==> config.mk <==
export PLATFORM = sky130hd
export DESIGN_NAME = alu_flag_unit
export DESIGN_NICKNAME = d
export VERILOG_FILES = /design/src/rtl/alu_flag_unit.sv
export SDC_FILE = /design/constraint.sdc
export NUM_CORES = 1
export LEC_CHECK = 0
export BUFFER_PORTS_ARGS = -buffer_cell sky130_fd_sc_hd__buf_2
export CAP_MARGIN = 10
export CORE_MARGIN = 2
export CORE_UTILIZATION = 50
export CTS_BUF_LIST = sky130_fd_sc_hd__clkbuf_4
export DETAILED_ROUTE_END_ITERATION = 10
export GPL_TIMING_DRIVEN = 1
export PLACE_DENSITY = 0.79
export SLEW_MARGIN = 10
export SYNTH_ARGS = -nofsm -noshare
export SYNTH_HDL_FRONTEND = slang
export SYNTH_SLANG_ARGS = --single-unit
==> constraint.sdc <==
create_clock -name clk -period 5.5 [get_ports clk]
set_input_delay 0.825 -clock clk [delete_from_list [all_inputs] [get_ports clk]]
set_output_delay 0.825 -clock clk [all_outputs]
set_load 0.01 [all_outputs]
==> src/rtl/alu_flag_unit.sv <==
// Handshaked ALU with registered result, architectural NZCV flag register
// and an iterative shift-add multiplier (low WIDTH bits, unsigned).
module alu_flag_unit #(
  parameter int unsigned WIDTH = 32,
  parameter int unsigned CNT_W = $clog2(WIDTH) + 1
) (
  input  logic             clk,
  input  logic             rst_n,
  input  logic             in_valid,
  output logic             in_ready,
  input  logic [WIDTH-1:0] A,
  input  logic [WIDTH-1:0] B,
  input  logic [3:0]       ALU_OP,
  input  logic             S,
  input  logic             mul,
  input  logic             shiftCout,
  output logic             out_valid,
  input  logic             out_ready,
  output logic [WIDTH-1:0] F,
  output logic             wr_en,
  output logic [3:0]       NZCV,
  output logic             busy
);

  typedef enum logic {IDLE, MUL} state_t;

  state_t           state;
  logic [WIDTH-1:0] mul_a;
  logic [WIDTH-1:0] mul_b;
  logic [WIDTH-1:0] acc;
  logic [CNT_W-1:0] cnt;
  logic             mul_s;

  logic             accept_c;
  logic [WIDTH-1:0] add_x_c;
  logic [WIDTH-1:0] add_y_c;
  logic             add_cin_c;
  logic [WIDTH:0]   sum_c;
  logic             is_arith_c;
  logic             is_cmp_c;
  logic [WIDTH-1:0] res_c;
  logic             alu_c_c;
  logic             alu_v_c;
  logic [WIDTH-1:0] acc_next_c;
  logic             last_step_c;

  assign in_ready = (state == IDLE) && (!out_valid || out_ready);
  assign accept_c = in_valid && in_ready;

  // Every arithmetic op is an adder x + y + cin; subtracts feed the inverted operand.
  always_comb begin
    add_x_c    = A;
    add_y_c    = B;
    add_cin_c  = 1'b0;
    is_arith_c = 1'b0;
    res_c      = '0;
    case (ALU_OP)
      4'h0, 4'h8: res_c = A & B;
      4'h1, 4'h9: res_c = A ^ B;
      4'h2, 4'hA: begin add_y_c = ~B; add_cin_c = 1'b1; is_arith_c = 1'b1; end
      4'h3:       begin add_x_c = B; add_y_c = ~A; add_cin_c = 1'b1; is_arith_c = 1'b1; end
      4'h4, 4'hB: is_arith_c = 1'b1;
      4'h5:       begin add_cin_c = NZCV[1]; is_arith_c = 1'b1; end
      4'h6:       begin add_y_c = ~B; add_cin_c = NZCV[1]; is_arith_c = 1'b1; end
      4'h7:       begin add_x_c = B; add_y_c = ~A; add_cin_c = NZCV[1]; is_arith_c = 1'b1; end
      4'hC:       res_c = A | B;
      4'hD:       res_c = B;
      4'hE:       res_c = A & ~B;
      default:    res_c = ~B;
    endcase
    sum_c = {1'b0, add_x_c} + {1'b0, add_y_c} + {{WIDTH{1'b0}}, add_cin_c};
    if (is_arith_c) begin
      res_c = sum_c[WIDTH-1:0];
    end
    alu_c_c  = is_arith_c ? sum_c[WIDTH] : shiftCout;
    alu_v_c  = is_arith_c ? ((add_x_c[WIDTH-1] == add_y_c[WIDTH-1]) &&
                             (sum_c[WIDTH-1] != add_x_c[WIDTH-1]))
                          : NZCV[0];
    is_cmp_c = (ALU_OP[3:2] == 2'b10);
  end

  // One shift-add step: accumulate A<<k whenever bit k of B is set.
  always_comb begin
    acc_next_c  = acc + (mul_b[0] ? mul_a : '0);
    last_step_c = (cnt == CNT_W'(WIDTH - 1));
  end

  always_ff @(posedge clk or negedge rst_n) begin
    if (!rst_n) begin
      state     <= IDLE;
      F         <= '0;
      NZCV      <= 4'b0000;
      out_valid <= 1'b0;
      wr_en     <= 1'b0;
      busy      <= 1'b0;
      mul_a     <= '0;
      mul_b     <= '0;
      acc       <= '0;
      cnt       <= '0;
      mul_s     <= 1'b0;
    end else begin
      case (state)
        IDLE: begin
          if (accept_c) begin
            if (mul) begin
              state     <= MUL;
              mul_a     <= A;
              mul_b     <= B;
              mul_s     <= S;
              acc       <= '0;
              cnt       <= '0;
              busy      <= 1'b1;
              out_valid <= 1'b0;
            end else begin
              F         <= res_c;
              wr_en     <= !is_cmp_c;
              out_valid <= 1'b1;
              if (is_cmp_c || S) begin
                NZCV <= {res_c[WIDTH-1], (res_c == '0), alu_c_c, alu_v_c};
              end
            end
          end else if (out_ready) begin
            out_valid <= 1'b0;
          end
        end
        MUL: begin
          acc   <= acc_next_c;
          mul_a <= mul_a << 1;
          mul_b <= mul_b >> 1;
          cnt   <= cnt + CNT_W'(1);
          if (last_step_c) begin
            state     <= IDLE;
            F         <= acc_next_c;
            wr_en     <= 1'b1;
            out_valid <= 1'b1;
            busy      <= 1'b0;
            // Multiply only defines N and Z; C and V keep their old values.
            if (mul_s) begin
              NZCV[3:2] <= {acc_next_c[WIDTH-1], (acc_next_c == '0)};
            end
          end
        end
        default: state <= IDLE;
      endcase
    end
  end

endmodule

After elaboration in Yosys (flattened, before gate mapping)
Index checks and enable logic that the tools add are counted.
- register bits: 143
- bits of input ports: 75
- output and inout port bits: 40
- add/subtract/negate cells: 4
- equal/unequal tests: 25
- multiplexer cells: 47
- bitwise gates (word level): 8
- reduce and logical (&&, ||, !) cells: 25
- operators with widths (kind ; number):
    32-bit 2-to-1 mux ; 12
    32-bit case mux with 2 select lines ; 5
    32-bit case mux with 6 select lines ; 1
    32-bit bitwise AND ; 2
    32-bit zero test ; 2
    32-bit inverter ; 2
    32-bit by 32-bit adder with 33-bit output ; 1
    33-bit by 1-bit adder with 33-bit output ; 1
    32-bit adder ; 1
    32-bit OR ; 1
    32-bit XOR ; 1
    4-bit equality test (second input constant) ; 7
    4-bit by 3-bit equality test with 1-bit output (second input constant) ; 4
    1-bit 2-to-1 mux ; 15
    4-bit 2-to-1 mux ; 3
    6-bit 2-to-1 mux ; 2
    6-bit case mux with 2 select lines ; 1
    1-bit case mux with 2 select lines ; 5
    5-bit AND reduction ; 2
    3-bit AND reduction ; 3
    3-bit OR reduction ; 3
    4-bit by 2-bit equality test with 1-bit output (second input constant) ; 2
    8-bit OR reduction ; 1
    6-bit by 1-bit adder with 6-bit output (second input constant) ; 1
    other kinds (18) ; 31

Longest topological paths before layout
Gate-level depths: netlist of the first run.
- depth after elaboration: 12
- depth in mapped cells: 22

Worst setup path after synthesis of the first run
Ideal clock, no wire load.
- path kind: input-to-reg
- start point: in ALU_OP[1]
- end point: reg NZCV[2]
- library setup time: 0.080 ns
- data arrival time: 5.478 ns
- data required time: 5.420 ns
- setup slack: -0.058 ns
- stages: 22
- path through: clkbuf_1 clkbuf_1 inv_1 or3_1 clkbuf_1 o31ai_1 clkbuf_1 nor2_1 a211oi_1 fa_1 inv_1 fa_1 a211oi_1 o21ai_1 nand4_1 a211oi_1 or3b_2 nor4_1 nand4_1 nor4_1 nand4b_1 o211ai_2
- longest elaborated chain between the ends: 11
- elaborated cells on any way between the ends: 35
- RTL lines (item ; line ; source):
    start, declared ; 13 ; input logic [3:0] ALU_OP,
    4-bit by 3-bit equality test with 1-bit output, or another cell as far along ; 57 ; case (ALU_OP)
    3-bit OR reduction (no source line) or 2-bit OR reduction (tied branches) ; - ;
    32-bit case mux with 2 select lines or 32-bit 2-to-1 mux (tied branches) ; 57 ;
    32-bit by 32-bit adder with 33-bit output ; 71 ; sum_c = {1'b0, add_x_c} + {1'b0, add_y_c} + {{WIDTH{1'b0}}, add_cin_c};
    33-bit by 1-bit adder with 33-bit output ; 71 ;
    32-bit 2-to-1 mux (*) ; 72 ; if (is_arith_c) begin
    32-bit zero test (*) ; 119 ; NZCV <= {res_c[WIDTH-1], (res_c == '0), alu_c_c, alu_v_c};
    4-bit 2-to-1 mux (*) ; 118 ; if (is_cmp_c || S) begin
    4-bit 2-to-1 mux (*) ; 105 ; if (mul) begin
    4-bit 2-to-1 mux (*) ; 104 ; if (accept_c) begin
    2-bit case mux with 2 select lines (*) ; 102 ; case (state)
    end signal, assigned ; 119 ;
    end signal, assigned ; 139 ; NZCV[3:2] <= {acc_next_c[WIDTH-1], (acc_next_c == '0)};
    end, declared ; 21 ; output logic [3:0] NZCV,
Mark *: on every way between the ends. The rest lies on a longest branch, timed or not. The select of a mux whose other input is x is not followed.
A chain may end at the register's enable or synchronous reset.

Final worst setup path of the first run
Ends and elaborated chain as after synthesis.

==> results of run 1 <==
==> stage by stage <==
step                hold slack, ns  TNS (ns)  instance area (µm²)  setup slack [ns]
floorplan                    0.453         0                13900            0.0549
global placement             0.456         0                14800            0.0820
detailed placement           0.464   -0.0475                14800           -0.0475
CTS                          0.296         0                15100             0.592
global route                 0.323         0                15100            0.0729
finish                       0.284         0                15100             0.368
==> cell usage in the layout (no fill, tap or decap), drive strengths merged, types with 9 or more instances in the layout <==
cell / synthesis / layout
mux2i: 64 / 64
dfrtp: 143 / 143
o211ai: 19 / 19
xor2: 23 / 23
or2: 9 / 9
buf: 22 / 157
o22ai: 34 / 34
a31oi: 21 / 21
xnor2: 34 / 34
ha: 95 / 95
nor3b: 10 / 10
nand2: 271 / 271
o21a: 13 / 13
and3: 20 / 20
or3: 13 / 13
inv: 88 / 95
nand3: 48 / 48
nor4: 9 / 9
a21o: 20 / 20
o31ai: 19 / 19
nand2b: 18 / 18
nor2b: 10 / 10
and2: 43 / 43
nand4: 23 / 23
nor2: 128 / 128
a32oi: 9 / 9
a211oi: 23 / 23
o21ai: 262 / 262
clkbuf: 105 / 17
nor3: 30 / 30
a21oi: 96 / 96
==> critical path: cells and delay by family <==
kind / cells / cell delay, ns
buffers and inverters: 4 / 0.68
AND/OR/NAND/NOR: 3 / 0.82
adder cells (fa/ha/maj): 1 / 0.42
multiplexers: 1 / 0.22
AO/OA/AOI/OAI: 11 / 2.68
==> sequential cells by signal (all words and copies together) (netlist names), 4 cells and up <==
register / cells
acc: 32
mul_b: 32
mul_a: 32
F: 32
cnt: 6
NZCV: 4
==> final timing paths <==
kind | startpoint | to | slack (ns) | cells after the start
worst max-delay path | ALU_OP[1] | NZCV[2] | 0.37 | 20
worst min-delay path | rst_n | cnt[2] | 0.28 | 1
worst max register to register | NZCV[1] | NZCV[2] | 0.83 | 16
worst min register to register | mul_b[12] | mul_b[11] | 0.48 | 2
max in group asynchronous | rst_n | acc[1] | 3.86 | 2
min in group clk | mul_b[12] | mul_b[11] | 0.48 | 2
==> layer usage <==
layer | global-route usage (%) | up-vias
li1 | - | 6813
met1 | 47.2 | 6726
met2 | 46.8 | 696
met3 | 6.45 | 59
met4 | 6.87 | 0
met5 | 0 | -
==> cell families (layout without fill, tap and decap cells) <==
| logic type | count (synthesis) | after routing |
|---|---|---|
| AO/OA/AOI/OAI | 620 | 620 |
| AND/OR/NAND/NOR | 652 | 652 |
| adder cells (fa/ha/maj) | 98 | 98 |
| XOR/XNOR | 57 | 57 |
| other | 0 | 1 |
| buffers and inverters | 216 | 278 |
| flip-flops | 143 | 143 |
| multiplexers | 69 | 69 |
==> layout make-up <==
class                      instances  area share [%]
tap                              372            3.09
clock inverter                    15            1.16
clock buffer                      17           0.847
sequential                       143            23.8
antenna                            1          0.0166
inverter                          89            2.22
multi-input combinational       1496            62.9
timing repair buffer             157            5.97
==> power by group <==
group / switching (mW) / internal, mW
Sequential: 0.278 / 1.47
Combinational: 1.88 / 1.17
Clock: 0.530 / 0.213
==> flow_summary.toml, run 1 <==
[synth]
synth_edf_count = 0
syn_inst = 1855
yosysMostFrequentCell = "nand2_1"
yosys.area.top_type = "dfrtp_1"
yosys.area_share.simple_pct = 22.2
ys_ff_latch = 143
ys_seq_area_share_pct = 25.8
synth_fa_ha_area_share_pct = 9.01
synth_top_family_by_area = "compound AO/OA/AOI/OAI gates"
ys_top_cells_by_area = "dfrtp_1 (26%), o21ai_0 (9.1%), ha_1 (8.6%)"
syn_avg_cell_area_um2 = 7.47
synth_area_um2 = 13900
yosys_warnings = 0
postSynth.asyncResetShare_pct = 100
yosys.area.top_type_share_pct = 25.8
synth_xor_area_share_pct = 3.66
synth_compound_area_share_pct = 28.2
synth.distinct_cells = 95
syn-num-nets = 2028
synth_top_flop_cell = "dfrtp_1"
synthTopCellsByCount = "nand2_1 (271), o21ai_0 (251), dfrtp_1 (143)"
synthMuxAreaShare_pct = 5.03

[layout]
multi_input_area_um2 = 9490
seqCellArea_um2 = 3580
instances_no_fill = 2290
post-route-util_pct = 55.6
nets = 2077
fillers = 2636
drive_above_1_share_pct = 12.6
area_growth_pct = 8.76

[detailed_routing]
drtIter0Drc = 1707
detail_route.first_pass.iterations = 8
wl_met1_mm = 21.1
top_layer = "met4"
drc = 0
wl_met2_mm = 19.6
wire_per_inst_um = 20.0
wl_mm = 45.8
vias = 14294
ant_nets = 0
vias_per_cell = 6.24
dr_wl_met3_mm = 4.38

[worst_setup_path]
cp.required_ns = 6.04
cp-start-kind = "input pin"
cpPeakStageDelay_ns = 0.68
path_max_fanout = 25
crit_top_cell = "o21ai_0"
cp_slowest_cell = "a2111oi_0"
crit_type = "in2reg"
cp-end-kind = "flop"
arrival_ns = 5.67
critical_path.cell_chain = "buf_2, inv_1, or3_2, o31ai_4, buf_4, buf_4, nand2_1, o21ai_0, o21ai_0, ha_1, a21oi_1, o211ai_1, a21boi_1, a21oi_1, a211oi_1, mux2_2, o21ai_0, a2111oi_0, nand4b_1, o211ai_2"

[placement]
portBuffers = 114
dp_hpwl_mm = 34.3
gp_congestion = 0.952
dp_cells = 2257

[die]
ios = 115
coreArea_um2 = 27100
dieArea_um2 = 29100
initial_core_util_pct = 51.1
die_h_um = 171
fp.dieW_um = 171
row_count = 60

[clock_tree]
cts_tree = "built"
cts-htree-levels = 4
root_buffer = "clkbuf_4"
cts_buffers = 17
cts_hold_buf = 0
cts.path.max_buffers = 2
clk_latency_ns = 0.59
path_clk_slew_ns = 0.18
cts_sinks = 143
ctsResizeCount = 0
post-cts-setup-buffers = 0

[min_path]
min-delay-path-class = "in2async"

[global_routing]
grt_pass1_wl_mm = 72.6
grt_pass1_vias = 13036
grt_antenna_before_repair = 1
grt_max_degree = 100
grt_use_total_pct = 31.6
gr-total-overflow = 0

[timing]
hold_violations = 0
rsz0062_at_grt = "no"
fin_worst_skew_ns = 0.0370
relSlewSlack_pct = 36.8
setup_viol = 0
period_needed_ns = 5.13
drv_slew = 0
fmax_mhz = 195
fin_crit_sh_pct = 93.3
worst_slew_pin_slew_ns = 0.948

[pwr]
power_mw = 5.54
power.density_nw_per_um2 = 367
p_leak_nw = 7.06
ir_drop_mv = 0.176

[status]
status = "finished clean"

[run]
timing.max_cap.violations = 0
Note: power is estimated with default switching activity, not from simulation.
==> run 2: changes to the inputs <==
--- a/config.mk
+++ b/config.mk
@@ -8,11 +8,11 @@
 export BUFFER_PORTS_ARGS = -buffer_cell sky130_fd_sc_hd__buf_2
 export CAP_MARGIN = 10
 export CORE_MARGIN = 2
-export CORE_UTILIZATION = 50
+export CORE_UTILIZATION = 54
 export CTS_BUF_LIST = sky130_fd_sc_hd__clkbuf_4
 export DETAILED_ROUTE_END_ITERATION = 10
 export GPL_TIMING_DRIVEN = 1
-export PLACE_DENSITY = 0.79
+export PLACE_DENSITY = 0.83
 export SLEW_MARGIN = 10
 export SYNTH_ARGS = -nofsm -noshare
 export SYNTH_HDL_FRONTEND = slang
==> flow_summary.toml, run 2 (synthesis results as in run 1) <==
[timing]
period_needed_ns = 4.98
fin_worst_skew_ns = 0.0463
setup_viol = 0
worst_slew_pin_slew_ns = 1.08
drv_slew = 0
fmax_mhz = 201
fin_crit_sh_pct = 90.6
tns_ns = 0
rsz0062_at_grt = "no"
hold_violations = 0
relSlewSlack_pct = 27.1

[clock_tree]
cts.path.max_buffers = 2
cts_hold_buf = 0
clk_latency_ns = 0.62
cts-htree-levels = 4
ctsResizeCount = 0
root_buffer = "clkbuf_4"
path_clk_slew_ns = 0.18
post-cts-setup-buffers = 0
cts_tree = "built"
cts_sinks = 143
cts_buffers = 17

[worst_setup_path]
path_max_fanout = 30
arrival_ns = 5.52
critical_path.cell_chain = "buf_2, inv_1, or3_2, o31ai_4, buf_4, nand2_1, o21ai_0, o21ai_0, ha_1, a211oi_1, nand2_1, a211o_1, and3_1, nor4_1, nor2_1, mux2i_1, a2111oi_0, nand4b_1, o211ai_2"
cp_slowest_cell = "a2111oi_0"
cp-end-kind = "flop"
cp.required_ns = 6.04
cpPeakStageDelay_ns = 0.61
cp-start-kind = "input pin"
r2r_setup_slack_ns = 1.06
crit_type = "in2reg"

[die]
row_count = 58
die_h_um = 164
dieArea_um2 = 27000
initial_core_util_pct = 55.0
ios = 115
coreArea_um2 = 25200
fp.dieW_um = 164

[detailed_routing]
drtIter0Drc = 1885
ant_nets = 0
drc = 0
detail_route.first_pass.iterations = 8
wire_per_inst_um = 20.5
vias = 14586
vias_per_cell = 6.50
wl_mm = 46.1

[layout]
final_cell_mix = "nand2_1 (271), o21ai_0 (251), dfrtp_1 (142), nor2_1 (126), buf_2 (113)"
nets = 2072
drive_above_1_share_pct = 12.4
area_growth_pct = 8.18
fin_area_um2 = 15000
final_common_cell = "nand2_1"

[pwr]
ir_drop_mv = 0.290
power_mw = 5.58
power.density_nw_per_um2 = 372
p_leak_nw = 7.05

[global_routing]
gr-total-overflow = 0
grt_max_degree = 101
grt_pass1_wl_mm = 72.6
grt_pass1_vias = 13398
grt_use_total_pct = 34.1
grt_antenna_before_repair = 2

[status]
status = "finished clean"

[placement]
place_area_um2 = 14700
dp_hpwl_mm = 34.0
gp_congestion = 1.02
portBuffers = 114

[min_path]
min-delay-path-class = "in2async"

[run]
timing.max_cap.violations = 0
run 2: cell count changes in the layout (fill, tap and decap cells not counted):
cell and delta:
clkinv_8 -1, inv_8 +1, clkinvlp_4 -1, inv_12 +1
diode_2 +1, buf_4 -5, clkinv_2 -1, clkinv_4 +1
run 2: routing by layer:
layer	share of wire, %	wire (µm)	GRT usage, %
met5	0	0	0
met4	2.5	1160	10.5
met3	12	5360	6.62
met2	43	19700	51.0
met1	43	19900	49.6
run 2: final cells by class:
type,count,area (µm²)
timing repair buffer,152,862
multi-input combinational,1496,9490
clock buffer,17,128
inverter,89,334
tap,330,413
sequential,143,3580
fill,2277,10200
clock inverter,15,183
antenna,2,5.00
run 2: final timing paths:
kind | start | endpoint | depth (start not counted)
min reg2reg | mul_b[13] | mul_b[12] | 2
max reg2reg | NZCV[1] | NZCV[2] | 16
max in group asynchronous | rst_n | acc[16] | 2
min in group clk | S | mul_s | 3
max | ALU_OP[0] | NZCV[2] | 19
min | rst_n | cnt[4] | 1
run 2: worst max-delay path, delay by kind of cell:
family	cells	cell delay (ns)
AOI/OAI and AO/OA	7	1.76
and+or+nand+nor	7	1.70
buffers and inverters	3	0.61
adders and majority gates	1	0.44
muxes	1	0.17
run 2: through the flow:
stage | std cells | hold WS (ns) | worst slack [ns] | utilization, %
6_report | 2244 | 0.298 | 0.515 | 59.5
5_1_grt | 2244 | 0.360 | 0.249 | 59.5
3_3_place_gp | 2210 | 0.456 | 0.130 | 58.3
2_1_floorplan | 1855 | 0.453 | 0.0549 | -
3_5_place_dp | 2210 | 0.467 | 0.0414 | 58.3
4_1_cts | 2242 | 0.318 | 0.657 | 59.5
run 2: power breakdown:
group | internal, mW | leakage [nW] | switching [mW]
clock network | 0.220 | 0.162 | 0.544
registers | 1.47 | 1.79 | 0.286
logic | 1.16 | 5.10 | 1.89
